<file path="config.mk">
export PLATFORM = sky130hd
export DESIGN_NAME = clock_reset_sequencer
export DESIGN_NICKNAME = d
export VERILOG_FILES = /design/src/rtl/clock_reset_sequencer_pkg.sv /design/src/rtl/clock_reset_sequencer_lock_qualifier.sv /design/src/rtl/clock_reset_sequencer.sv
export SDC_FILE = /design/constraint.sdc
export NUM_CORES = 1
export LEC_CHECK = 0
export ABC_AREA = 0
export BUFFER_PORTS_ARGS = -buffer_cell sky130_fd_sc_hd__clkbuf_2
export CORE_UTILIZATION = 35
export DETAILED_ROUTE_END_ITERATION = 8
export GPL_ROUTABILITY_DRIVEN = 0
export PLACE_DENSITY_LB_ADDON = 0.12
export RECOVER_POWER = 25
export SLEW_MARGIN = 20
export SYNTH_ARGS = -nofsm -noshare
export SYNTH_HDL_FRONTEND = slang
export SYNTH_SLANG_ARGS = --single-unit
</file>
<file path="constraint.sdc">
create_clock -name clk_12mhz -period 2.81 [get_ports clk_12mhz]
set_clock_uncertainty 0.1 [all_clocks]
set_input_delay 0.1405 -clock clk_12mhz [delete_from_list [all_inputs] [get_ports clk_12mhz]]
set_output_delay 0.1405 -clock clk_12mhz [all_outputs]
set_load 0.05 [all_outputs]
</file>
<file path="src/rtl/clock_reset_sequencer_pkg.sv">
// Shared state encoding, registered-output decode and default timing for the
// 12 MHz board bring-up sequencer.
package clock_reset_sequencer_pkg;

  typedef enum logic [2:0] {
    S_PLL_RST   = 3'd0,
    S_WAIT_LOCK = 3'd1,
    S_PERIPH    = 3'd2,
    S_CORE      = 3'd3,
    S_RUN       = 3'd4,
    S_FAULT     = 3'd5
  } state_e;

  typedef struct packed {
    logic pll_resetb;
    logic periph_reset_n;
    logic core_reset_n;
    logic ready;
    logic fault;
  } seq_out_t;

  localparam int unsigned DEF_PLL_RST_CYCLES = 16;
  localparam int unsigned DEF_LOCK_FILTER    = 4;
  localparam int unsigned DEF_LOCK_TIMEOUT   = 4096;
  localparam int unsigned DEF_PERIPH_HOLD    = 64;
  localparam int unsigned DEF_CORE_HOLD      = 128;
  localparam int unsigned DEF_MAX_RETRIES    = 3;

  function automatic int unsigned max4(input int unsigned a, input int unsigned b,
                                       input int unsigned c, input int unsigned d);
    int unsigned m;
    m = a;
    if (b > m) m = b;
    if (c > m) m = c;
    if (d > m) m = d;
    return m;
  endfunction

  function automatic seq_out_t decode_outputs(input state_e s);
    seq_out_t o;
    o = '0;
    case (s)
      S_WAIT_LOCK, S_PERIPH: o.pll_resetb = 1'b1;
      S_CORE: begin
        o.pll_resetb     = 1'b1;
        o.periph_reset_n = 1'b1;
      end
      S_RUN: begin
        o.pll_resetb     = 1'b1;
        o.periph_reset_n = 1'b1;
        o.core_reset_n   = 1'b1;
        o.ready          = 1'b1;
      end
      S_FAULT: o.fault = 1'b1;
      default: o = '0;
    endcase
    return o;
  endfunction

endpackage

</file>
<file path="src/rtl/clock_reset_sequencer_lock_qualifier.sv">
// Two-flop synchroniser for the async PLL LOCK plus a consecutive-high filter.
// lock_ok_o is combinational on the registered state: high on the cycle the LOCK_FILTER-th high sample is seen.
module clock_reset_sequencer_lock_qualifier #(
  parameter int unsigned LOCK_FILTER = 4
) (
  input  logic clk_i,
  input  logic rst_ni,
  input  logic lock_async_i,
  input  logic clear_i,
  output logic lock_s_o,
  output logic lock_ok_o
);

  localparam int unsigned FW = $clog2(LOCK_FILTER + 1);

  logic          sync1_q;
  logic          lock_s_q;
  logic [FW-1:0] filt_q;
  logic [FW-1:0] filt_d;

  always_ff @(posedge clk_i or negedge rst_ni) begin
    if (!rst_ni) begin
      sync1_q  <= 1'b0;
      lock_s_q <= 1'b0;
      filt_q   <= '0;
    end else begin
      sync1_q  <= lock_async_i;
      lock_s_q <= sync1_q;
      filt_q   <= filt_d;
    end
  end

  always_comb begin
    filt_d = filt_q;
    if (clear_i || !lock_s_q) begin
      filt_d = '0;
    end else if (filt_q != FW'(LOCK_FILTER)) begin
      filt_d = filt_q + FW'(1);
    end
  end

  assign lock_s_o  = lock_s_q;
  assign lock_ok_o = lock_s_q && (filt_q == FW'(LOCK_FILTER - 1));

endmodule

</file>
<file path="src/rtl/clock_reset_sequencer.sv">
// PLL / peripheral / core reset sequencer on the 12 MHz reference clock.
// All outputs registered from next state; lock decisions lag pll_locked by 2 cycles.
module clock_reset_sequencer
  import clock_reset_sequencer_pkg::*;
#(
  parameter int unsigned PLL_RST_CYCLES = DEF_PLL_RST_CYCLES,
  parameter int unsigned LOCK_FILTER    = DEF_LOCK_FILTER,
  parameter int unsigned LOCK_TIMEOUT   = DEF_LOCK_TIMEOUT,
  parameter int unsigned PERIPH_HOLD    = DEF_PERIPH_HOLD,
  parameter int unsigned CORE_HOLD      = DEF_CORE_HOLD,
  parameter int unsigned MAX_RETRIES    = DEF_MAX_RETRIES
) (
  input  logic       clk_12mhz,
  input  logic       reset_n,
  input  logic       pll_locked,
  input  logic       soft_reset_req,
  output logic       pll_resetb,
  output logic       periph_reset_n,
  output logic       core_reset_n,
  output logic       ready,
  output logic       fault,
  output logic [3:0] retry_count
);

  localparam int unsigned CW =
    $clog2(max4(PLL_RST_CYCLES, LOCK_TIMEOUT, PERIPH_HOLD, CORE_HOLD) + 1);

  state_e        state_q;
  state_e        state_d;
  logic [CW-1:0] cnt_q;
  logic [CW-1:0] cnt_d;
  logic [3:0]    retry_q;
  logic [3:0]    retry_d;
  seq_out_t      out_q;
  logic          lock_s;
  logic          lock_ok;

  clock_reset_sequencer_lock_qualifier #(
    .LOCK_FILTER(LOCK_FILTER)
  ) u_lock_qual (
    .clk_i       (clk_12mhz),
    .rst_ni      (reset_n),
    .lock_async_i(pll_locked),
    .clear_i     (state_q != S_WAIT_LOCK),
    .lock_s_o    (lock_s),
    .lock_ok_o   (lock_ok)
  );

  always_ff @(posedge clk_12mhz or negedge reset_n) begin
    if (!reset_n) begin
      state_q <= S_PLL_RST;
      cnt_q   <= '0;
      retry_q <= '0;
      out_q   <= '0;
    end else begin
      state_q <= state_d;
      cnt_q   <= cnt_d;
      retry_q <= retry_d;
      out_q   <= decode_outputs(state_d);
    end
  end

  always_comb begin
    state_d = state_q;
    cnt_d   = cnt_q + CW'(1);
    retry_d = retry_q;
    case (state_q)
      S_PLL_RST: begin
        if (cnt_q == CW'(PLL_RST_CYCLES - 1)) state_d = S_WAIT_LOCK;
      end
      S_WAIT_LOCK: begin
        // A lock qualifying on the timeout cycle still wins over the retry.
        if (lock_ok) begin
          state_d = S_PERIPH;
        end else if (cnt_q == CW'(LOCK_TIMEOUT - 1)) begin
          retry_d = (retry_q == 4'hF) ? retry_q : retry_q + 4'd1;
          state_d = (retry_d == 4'(MAX_RETRIES)) ? S_FAULT : S_PLL_RST;
        end
      end
      S_PERIPH: begin
        if (!lock_s) state_d = S_PLL_RST;
        else if (cnt_q == CW'(PERIPH_HOLD - 1)) state_d = S_CORE;
      end
      S_CORE: begin
        if (!lock_s) state_d = S_PLL_RST;
        else if (cnt_q == CW'(CORE_HOLD - 1)) state_d = S_RUN;
      end
      S_RUN: begin
        cnt_d = cnt_q;
        if (!lock_s) state_d = S_PLL_RST;
        else if (soft_reset_req) state_d = S_PERIPH;
      end
      S_FAULT: cnt_d = cnt_q;
      default: state_d = S_PLL_RST;
    endcase
    if (state_d != state_q) cnt_d = '0;
    if (state_d == S_RUN && state_q != S_RUN) retry_d = '0;
  end

  assign pll_resetb     = out_q.pll_resetb;
  assign periph_reset_n = out_q.periph_reset_n;
  assign core_reset_n   = out_q.core_reset_n;
  assign ready          = out_q.ready;
  assign fault          = out_q.fault;
  assign retry_count    = retry_q;

endmodule
</file>
Word level (Yosys, flattened, before mapping) --
Index checks and enable logic that the tools add are counted.
Word-level totals: flip-flop bits (word level) 30, output and inout port bits 9, bits of input ports 4
Operators by class: equal/unequal tests 23, multiplexer cells 24, $add $sub $neg 3, reduce and logical (&&, ||, !) cells 12
Operator list (count):
- 2-to-1 mux 3 bit | 12
- 2-to-1 mux 13 bit | 2
- 2-to-1 mux 4 bit | 5
- one-hot mux 3 bit (6 select lines) | 1
- equality test 3 x 2 -> 1 bit, second input constant | 5
- adder 13 x 1 -> 13 bit, second input constant | 1
- equality test 13 x 12 -> 1 bit, second input constant | 1
- equality test 13 x 4 -> 1 bit, second input constant | 1
- equality test 13 x 6 -> 1 bit, second input constant | 1
- equality test 13 x 7 -> 1 bit, second input constant | 1
- equality test 3 bit, second input constant | 4
- equality test 3 x 1 -> 1 bit, second input constant | 2
- != test 3 bit, second input constant | 2
- nonzero test 2 bit | 3
- adder 4 x 1 -> 4 bit, second input constant | 1
- equality test 4 x 2 -> 1 bit, second input constant | 1
- equality test 4 bit, second input constant | 1
- != test 2 x 1 -> 1 bit, second input constant | 2
- OR reduction 2 bit | 2
- OR reduction 4 bit | 1
- adder 3 x 1 -> 3 bit, second input constant | 1
- logical NOT 3 bit | 1
- 2-to-1 mux 1 bit | 3
- != test 3 x 1 -> 1 bit, second input constant | 1
- other kinds (6) | 7

Longest topological paths before layout --
Gate-level depths: netlist of the first run.
word-level depth 11, gate-level depth with buffers 8

By module --
A second synthesis of the first run with hierarchy kept.
Second synthesis, totals: cell total of the unflattened synthesis 164, area, all modules 1581.5 µm²
By module, submodules not included:
- clock_reset_sequencer | cells an instance 143, instances 1, area each 1345.0 µm²
- clock_reset_sequencer_lock_qualifier | cells an instance 21, instances 1, area each 236.5 µm²

Worst setup path after synthesis of the first run --
Ideal clock, no wire load.
path type register to register, start reg retry_q[0] (netlist: retry_count[0]), end reg out_q, in the netlist pll_resetb, stages on the path, launching flop included 7, arrival 2178 ps, setup slack 411 ps, cells stage by stage dfrtp_1 -> ha_1 -> nor3b_1 -> a2111o_1 -> o2bb2ai_2 -> or3b_1 -> o2bb2ai_1
Between the ends: longest elaborated chain between the ends 10
RTL lines:
- from (decl) | RTL line clock_reset_sequencer.sv:32 | logic [3:0] retry_q;
- from (signal assigned) | RTL line clock_reset_sequencer.sv:58 | retry_q <= retry_d;
- adder 4 x 1 -> 4 bit / equality test 4 bit (equally long branches) | RTL line clock_reset_sequencer.sv:76 | retry_d = (retry_q == 4'hF) ? retry_q : retry_q + 4'd1;
- 2-to-1 mux 4 bit * | RTL line clock_reset_sequencer.sv:76
- equality test 4 x 2 -> 1 bit * | RTL line clock_reset_sequencer.sv:77 | state_d = (retry_d == 4'(MAX_RETRIES)) ? S_FAULT : S_PLL_RST;
- 2-to-1 mux 3 bit * | RTL line clock_reset_sequencer.sv:77
- 2-to-1 mux 3 bit * | RTL line clock_reset_sequencer.sv:75 | end else if (cnt_q == CW'(LOCK_TIMEOUT - 1)) begin
- 2-to-1 mux 3 bit * | RTL line clock_reset_sequencer.sv:73 | if (lock_ok) begin
- one-hot mux 3 bit (6 select lines) * | RTL line clock_reset_sequencer.sv:67 | case (state_q)
- equality test 3 bit (tied with other cells) | RTL line clock_reset_sequencer_pkg.sv:42 | case (s)
- OR reduction 4 bit (no line) *
- 2-to-1 mux 1 bit * | RTL line clock_reset_sequencer_pkg.sv:42
- to (signal assigned) | RTL line clock_reset_sequencer.sv:59 | out_q <= decode_outputs(state_d);
- to (decl) | RTL line clock_reset_sequencer.sv:34 | seq_out_t out_q;
Mark *: on every way between the ends. The rest lies on a longest branch, timed or not. A chain may end at the register's enable or synchronous reset.

Worst setup path after layout of the first run --
start reg cnt_q[0], end reg cnt_q[7]
Between the ends: longest elaborated chain between the ends 6
RTL lines:
- from (decl) | RTL line clock_reset_sequencer.sv:30 | logic [CW-1:0] cnt_q;
- from (signal assigned) | RTL line clock_reset_sequencer.sv:57 | cnt_q <= cnt_d;
- equality test 13 x 7 -> 1 bit (tied with other cells) | RTL line clock_reset_sequencer.sv:86 | else if (cnt_q == CW'(CORE_HOLD - 1)) state_d = S_RUN;
- 2-to-1 mux 3 bit, on equally long branches | RTL line clock_reset_sequencer.sv:86, clock_reset_sequencer.sv:75, clock_reset_sequencer.sv:82
- 2-to-1 mux 3 bit, on equally long branches | RTL line clock_reset_sequencer.sv:85, clock_reset_sequencer.sv:73, clock_reset_sequencer.sv:81
- one-hot mux 3 bit (6 select lines) | RTL line clock_reset_sequencer.sv:67
- != test 3 bit | RTL line clock_reset_sequencer.sv:96 | if (state_d != state_q) cnt_d = '0;
- != test 2 x 1 -> 1 bit (no line) / 2-to-1 mux 13 bit (equally long branches)
Several ways; a longest one is shown, not always the timed one. The select of a mux whose other input is x is not followed.

==> results of run 1 <==
## Yosys cell counts (2+ instances only)
master | count | share of area
nor4bb_1 | 2 | 0.011
nand2_1 | 13 | 0.027
xnor2_1 | 10 | 0.049
inv_1 | 5 | 0.010
dfrtp_1 | 29 | 0.40
nor2_1 | 14 | 0.029
buf_6 | 5 | 0.031
nand2b_1 | 4 | 0.014
nand3_1 | 6 | 0.017
o2bb2ai_1 | 2 | 0.0098
nor2b_1 | 2 | 0.0070
and2_1 | 4 | 0.014
ha_1 | 5 | 0.035
a21oi_1 | 5 | 0.014
nand4_1 | 5 | 0.017
nor3_2 | 8 | 0.045
nor3_1 | 7 | 0.020
nor3b_1 | 2 | 0.0084
buf_4 | 2 | 0.0084
mux2i_1 | 2 | 0.011
xor2_1 | 5 | 0.024
## cells in the final DEF, fill, tap and decap left out, types with 2 or more instances in the layout
cell / count
buf_4: 2
nor3_2: 8
xor2_1: 5
nor3b_1: 2
dfrtp_1: 29
nor2_1: 14
o2bb2ai_1: 2
and2_1: 4
nor4bb_1: 2
nor2b_1: 2
a21oi_1: 5
clkbuf_2: 8
nand4_1: 5
inv_1: 5
nand2_1: 13
xnor2_1: 10
clkbuf_8: 7
nand3_1: 6
nand2b_1: 4
dlygate4sd3_1: 2
nor3_1: 7
clkbuf_1: 4
ha_1: 5
mux2i_1: 2
## where the power goes
part	leakage [nW]	switching [mW]	internal (mW)
Clock	0.0542	0.156	0.221
Combinational	0.446	0.242	0.160
Sequential	0.389	0.0789	0.477
## cell type report
cell class | instances | area share
Clock buffer | 7 | 0.04837
Clock inverter | 1 | 0.002513
Inverter | 5 | 0.009422
Multi-Input combinational cell | 126 | 0.4881
Sequential cell | 29 | 0.3643
Tap cell | 67 | 0.04209
Timing Repair Buffer | 16 | 0.04523
## layer usage
metal | share of wire | wire, um | global-route usage
met2 | 0.45 | 1515 | 0.2192
met1 | 0.49 | 1619 | 0.2100
met3 | 0.042 | 140 | 0.04115
met5 | 0 | 0 | 0
met4 | 0.017 | 56 | 0.06410
## stage by stage
stage / utilization / cells / total power, mW / area [um^2] / worst slack, ns
6_report: 0.4135 / 251 / 1.334 / 1992 / 0.4953
5_1_grt: 0.4135 / 251 / 1.435 / 1992 / 0.2625
4_1_cts: 0.4145 / 251 / 1.355 / 1997 / 0.4615
3_5_place_dp: 0.3894 / 241 / 0.9684 / 1876 / 0.4709
3_3_place_gp: 0.3894 / 241 / 0.9530 / 1876 / 0.5349
2_1_floorplan: - / 168 / 0.8941 / 1793 / 0.4107
## worst paths after layout
| path | start | endpoint | slack [ns] | cells past startpoint |
|---|---|---|---|---|
| worst max-delay path | cnt_q[0] | cnt_q[7] | 0.50 | 6 |
| min in group asynchronous | reset_n | u_lock_qual.sync1_q | 0.67 | 2 |
| max in group asynchronous | reset_n | periph_reset_n | 1.05 | 2 |
| worst min register to register | u_lock_qual.sync1_q | u_lock_qual.lock_s_o | 0.26 | 0 |
| worst max register to register | cnt_q[0] | cnt_q[7] | 0.50 | 6 |
| worst min-delay path | u_lock_qual.sync1_q | u_lock_qual.lock_s_o | 0.26 | 0 |
## logic make-up (layout without fill, tap and decap cells)
group	after synthesis	count (layout)	synth area share
AOI/OAI and AO/OA	22	22	0.1207
xor gates and xnor gates	15	15	0.07327
adders and majority gates	5	5	0.03489
buffers and inverters	13	29	0.05303
DFF	29	29	0.4047
muxes	2	2	0.01117
and+or+nand+nor	82	82	0.3022
## flip-flops by register name (all words and copies together), names as in the netlist
name	flops
cnt_q	13
core_reset_n	1
fault	1
periph_reset_n	1
pll_resetb	1
retry_count	4
state_q	3
u_lock_qual.filt_q	3
u_lock_qual.lock_s_o	1
u_lock_qual.sync1_q	1
==> out/metrics.yaml, run 1 <==
status: "finished with violations"
violations: "max-capacitance violations, max-slew violations"
hp-class: "reg -> reg"
syn_inst: 168
die_y_um: 73.58
fin_crit_ns: 2.315
critical_path.max_stage_delay_ns: 0.61
antenna_cells: 0
peakVddDrop_mv: 0.4324
cts_max_path_buffers: 2
p_leak_nw: 0.8888
crit_path_cell_trace: "ha_1, nand4b_4, nor4_4, nor2_1, o211ai_2, nor3_1"
drc: 0
crit_required_ns: 2.85
fill_cells: 495
postCtsHoldBufs: 2
final.setup.tns_ns: 0
cts_resized: 0
synth-main-ff-cell: "dfrtp_1"
portBuffers: 12
totalWireLength_um: 3332
drtIter0Drc: 64
start_util: 0.3722
path_delay_family: "simple AND/OR/NAND/NOR gates"
grt_pass1_wl_um: 6051
seq_area_um2: 725.7
multiInputGateArea_um2: 972.2
fp.dieW_um: 73.58
path_clk_slew_ns: 0.06
syn2layout_area_growth_pct: 11.10
maxCapViolCount: 1
dp_hpwl_um: 2468
grtUsageTotal: 0.1508
fin_crit_sh: 0.8237
tightestPinTransition_ns: 1.537
async_reset_ff_frac: 1.000
synth_nets: 177
layout-drive-gt1-share: 0.2283
final_antenna_net_count: 0
overflow: 0
start_kind: "flip-flop"
worstPathMaxFanout: 13
synth.distinct_cells: 52
synth.avg_cell_area_um2: 10.67
h-tree-depth: 2
cp_slowest_cell: "o211ai_2"
slew_viol_final: 30
ys_ff_latch: 29
grt_setup_unrepaired: "false"
p_per_area_nw_per_um2: 669.7
via_count: 1265
grt_pass1_vias: 1260
yosys_warnings: 0
nets: 192
die_area_um2: 5413
worstPathArrival_ns: 2.35
ys_seq_area_frac: 0.4047
antenna_found_initial: 0
viasPerCell: 5.040
cts_tree: "built"
synth-edff-count: 0
grt_max_degree: 30
crit_path_end_kind: "flip-flop"
io_pins: 13
slew_headroom: -0.02476
core_area_um2: 4817
critical_path_class: "reg -> reg"
drt_pass1_iterations: 4
setup_viol: 0
path_buf_inv: 0
num_rows: 25
hold_violations: 0
clock-root-buffer: "clkbuf_8"
cts_buffers: 5
cts_setup_buffers: 0
insertion_delay_ns: 0.28
wl_per_cell_um: 13.27
synthesis.area_um2: 1793
cts.sinks: 29
max_freq_ghz: 0.4320
hold_slack_ns: 0.2571
(Power assumes the default switching activity.)
==> run 2: changes to the inputs <==
- clock period: 2.81 -> 2 ns (I/O delays scaled with it)
==> out/metrics.yaml, run 2 (same netlist as run 1, synthesis figures left out) <==
dp_hpwl_um: 2788
slew_headroom: 0.5200
grt_pass1_wl_um: 6893
cts.sinks: 29
worstPathMaxFanout: 3
power.switching_mw: 0.7870
power.internal_mw: 1.479
fin_crit_ns: 2.089
grtUsageTotal: 0.1739
reg2reg_slack_ns: -0.09
hold_violations: 0
syn2layout_area_growth_pct: 33.64
layout_common_cells: "buf_4 (27), dfrtp_1 (25), nand2_1 (13)"
final_cell_count_no_fill: 281
p_leak_nw: 1.020
pwr-share-clk: 0.235
status: "finished with violations"
multiInputGateArea_um2: 1104
num_rows: 25
fill_cells: 471
totalWireLength_um: 4030
fin_crit_sh: 1.045
viasPerCell: 4.907
final.setup.tns_ns: -0.6410
drtIter0Drc: 48
slew_viol_final: 0
grt_max_degree: 30
path_clk_slew_ns: 0.06
peakVddDrop_mv: 0.4343
pre_cts_slack_ns: -0.1161
hp-class: "reg -> reg"
overflow: 0
nets: 222
power_mw: 2.266
die_y_um: 73.58
cts_max_path_buffers: 2
layout-drive-gt1-share: 0.4206
worstPathArrival_ns: 2.16
portBuffers: 12
final_common_cell: "buf_4"
cts_tree: "built"
start_util: 0.3722
crit_required_ns: 2.07
fp.dieW_um: 73.58
worst_slack_ns: -0.08927
largest_reg_flops: 13
hold_slack_ns: 0.2560
setup_viol: 11
max_freq_ghz: 0.4786
cp-endpoint: "pll_resetb"
grt_setup_unrepaired: "true"
r2r_cells: 6
clock-root-buffer: "clkbuf_8"
cp-startpoint: "retry_count[1]"
grt_pass1_vias: 1482
seq_area_um2: 730.7
start_kind: "flip-flop"
wl_per_cell_um: 14.34
p_seq_frac: 0.333
core_area_um2: 4817
p_per_area_nw_per_um2: 945.7
comb_power_share: 0.432
insertion_delay_ns: 0.28
top_register: "cnt_q"
die_area_um2: 5413
h-tree-depth: 2
critical_path_class: "reg -> reg"
final_antenna_net_count: 0
violations: "negative setup slack"
tightestPinTransition_ns: 0.7200
io_pins: 13
hp-start: "u_lock_qual.sync1_q"
drc: 0
drt_pass1_iterations: 4
swShare: 0.3473
antenna_found_initial: 0
cts_buffers: 5
r2r_start: "retry_count[1]"
worstReg2RegEnd: "pll_resetb"
via_count: 1379
antenna_cells: 0
dp.cells: 264
crit_path_end_kind: "flip-flop"
maxCapViolCount: 0
run 2: cell types whose count changed in the layout (fill, tap and decap cells not counted), moves of 4 or more:
cell / delta
buf_4: +25
dfrtp_1: -4
dfrtp_2: +4
ha_1: -4
run 2: repair_timing:
action,CTS,global route
resized for setup,13,14
hold buffers,2,0
setup buffers,6,1
cloned,1,1
hold endpoints to repair,30,0
setup endpoints to repair,21,21
pin swaps,6,5
run 2: worst max-delay path, cell delays in order, from the launching register on:
cell and delay, ns:
dfrtp_2 0.42, ha_4 0.25, nor3b_4 0.15, a2111o_1 0.41
o2bb2ai_4 0.17, or3b_1 0.35, o2bb2ai_1 0.12
run 2: area by class of cell:
| class | instances | area share |
|---|---|---|
| Clock buffer | 7 | 0.04021 |
| Tap cell | 67 | 0.03499 |
| Multi-Input combinational cell | 126 | 0.4606 |
| Inverter | 5 | 0.007833 |
| Timing Repair Buffer | 46 | 0.1493 |
| Clock inverter | 1 | 0.002089 |
| Sequential cell | 29 | 0.3050 |
run 2: power by group through the flow:
stage	logic, mW	registers [mW]	clock network, mW
2_1_floorplan	0.482	0.779	0
4_1_cts	0.887	0.755	0.557
5_1_grt	1.06	0.766	0.590
3_5_place_dp	0.727	0.764	0
3_3_place_gp	0.703	0.758	0
6_report	0.979	0.754	0.533
run 2: how the worst min path moves through the flow:
stage                     depth (start not counted)                     to
after floorplan                                   0               cnt_q[0]
after global placement                            1  u_lock_qual.filt_q[2]
after detailed placement                          1  u_lock_qual.filt_q[2]
after CTS                                         0   u_lock_qual.lock_s_o
after global routing                              0   u_lock_qual.lock_s_o
final                                             0   u_lock_qual.lock_s_o
run 2: per-layer routing:
metal | routed length (um) | GRT usage
met1 | 1828 | 0.2057
met2 | 2065 | 0.3017
met3 | 87 | 0.04115
met4 | 48 | 0.07051
met5 | 0 | 0
run 2: per-stage QoR:
stage	utilization	instance area (um^2)
2_1_floorplan	-	1808
3_3_place_gp	0.4309	2076
3_5_place_dp	0.4309	2076
4_1_cts	0.4855	2338
5_1_grt	0.4974	2396
6_report	0.4974	2396
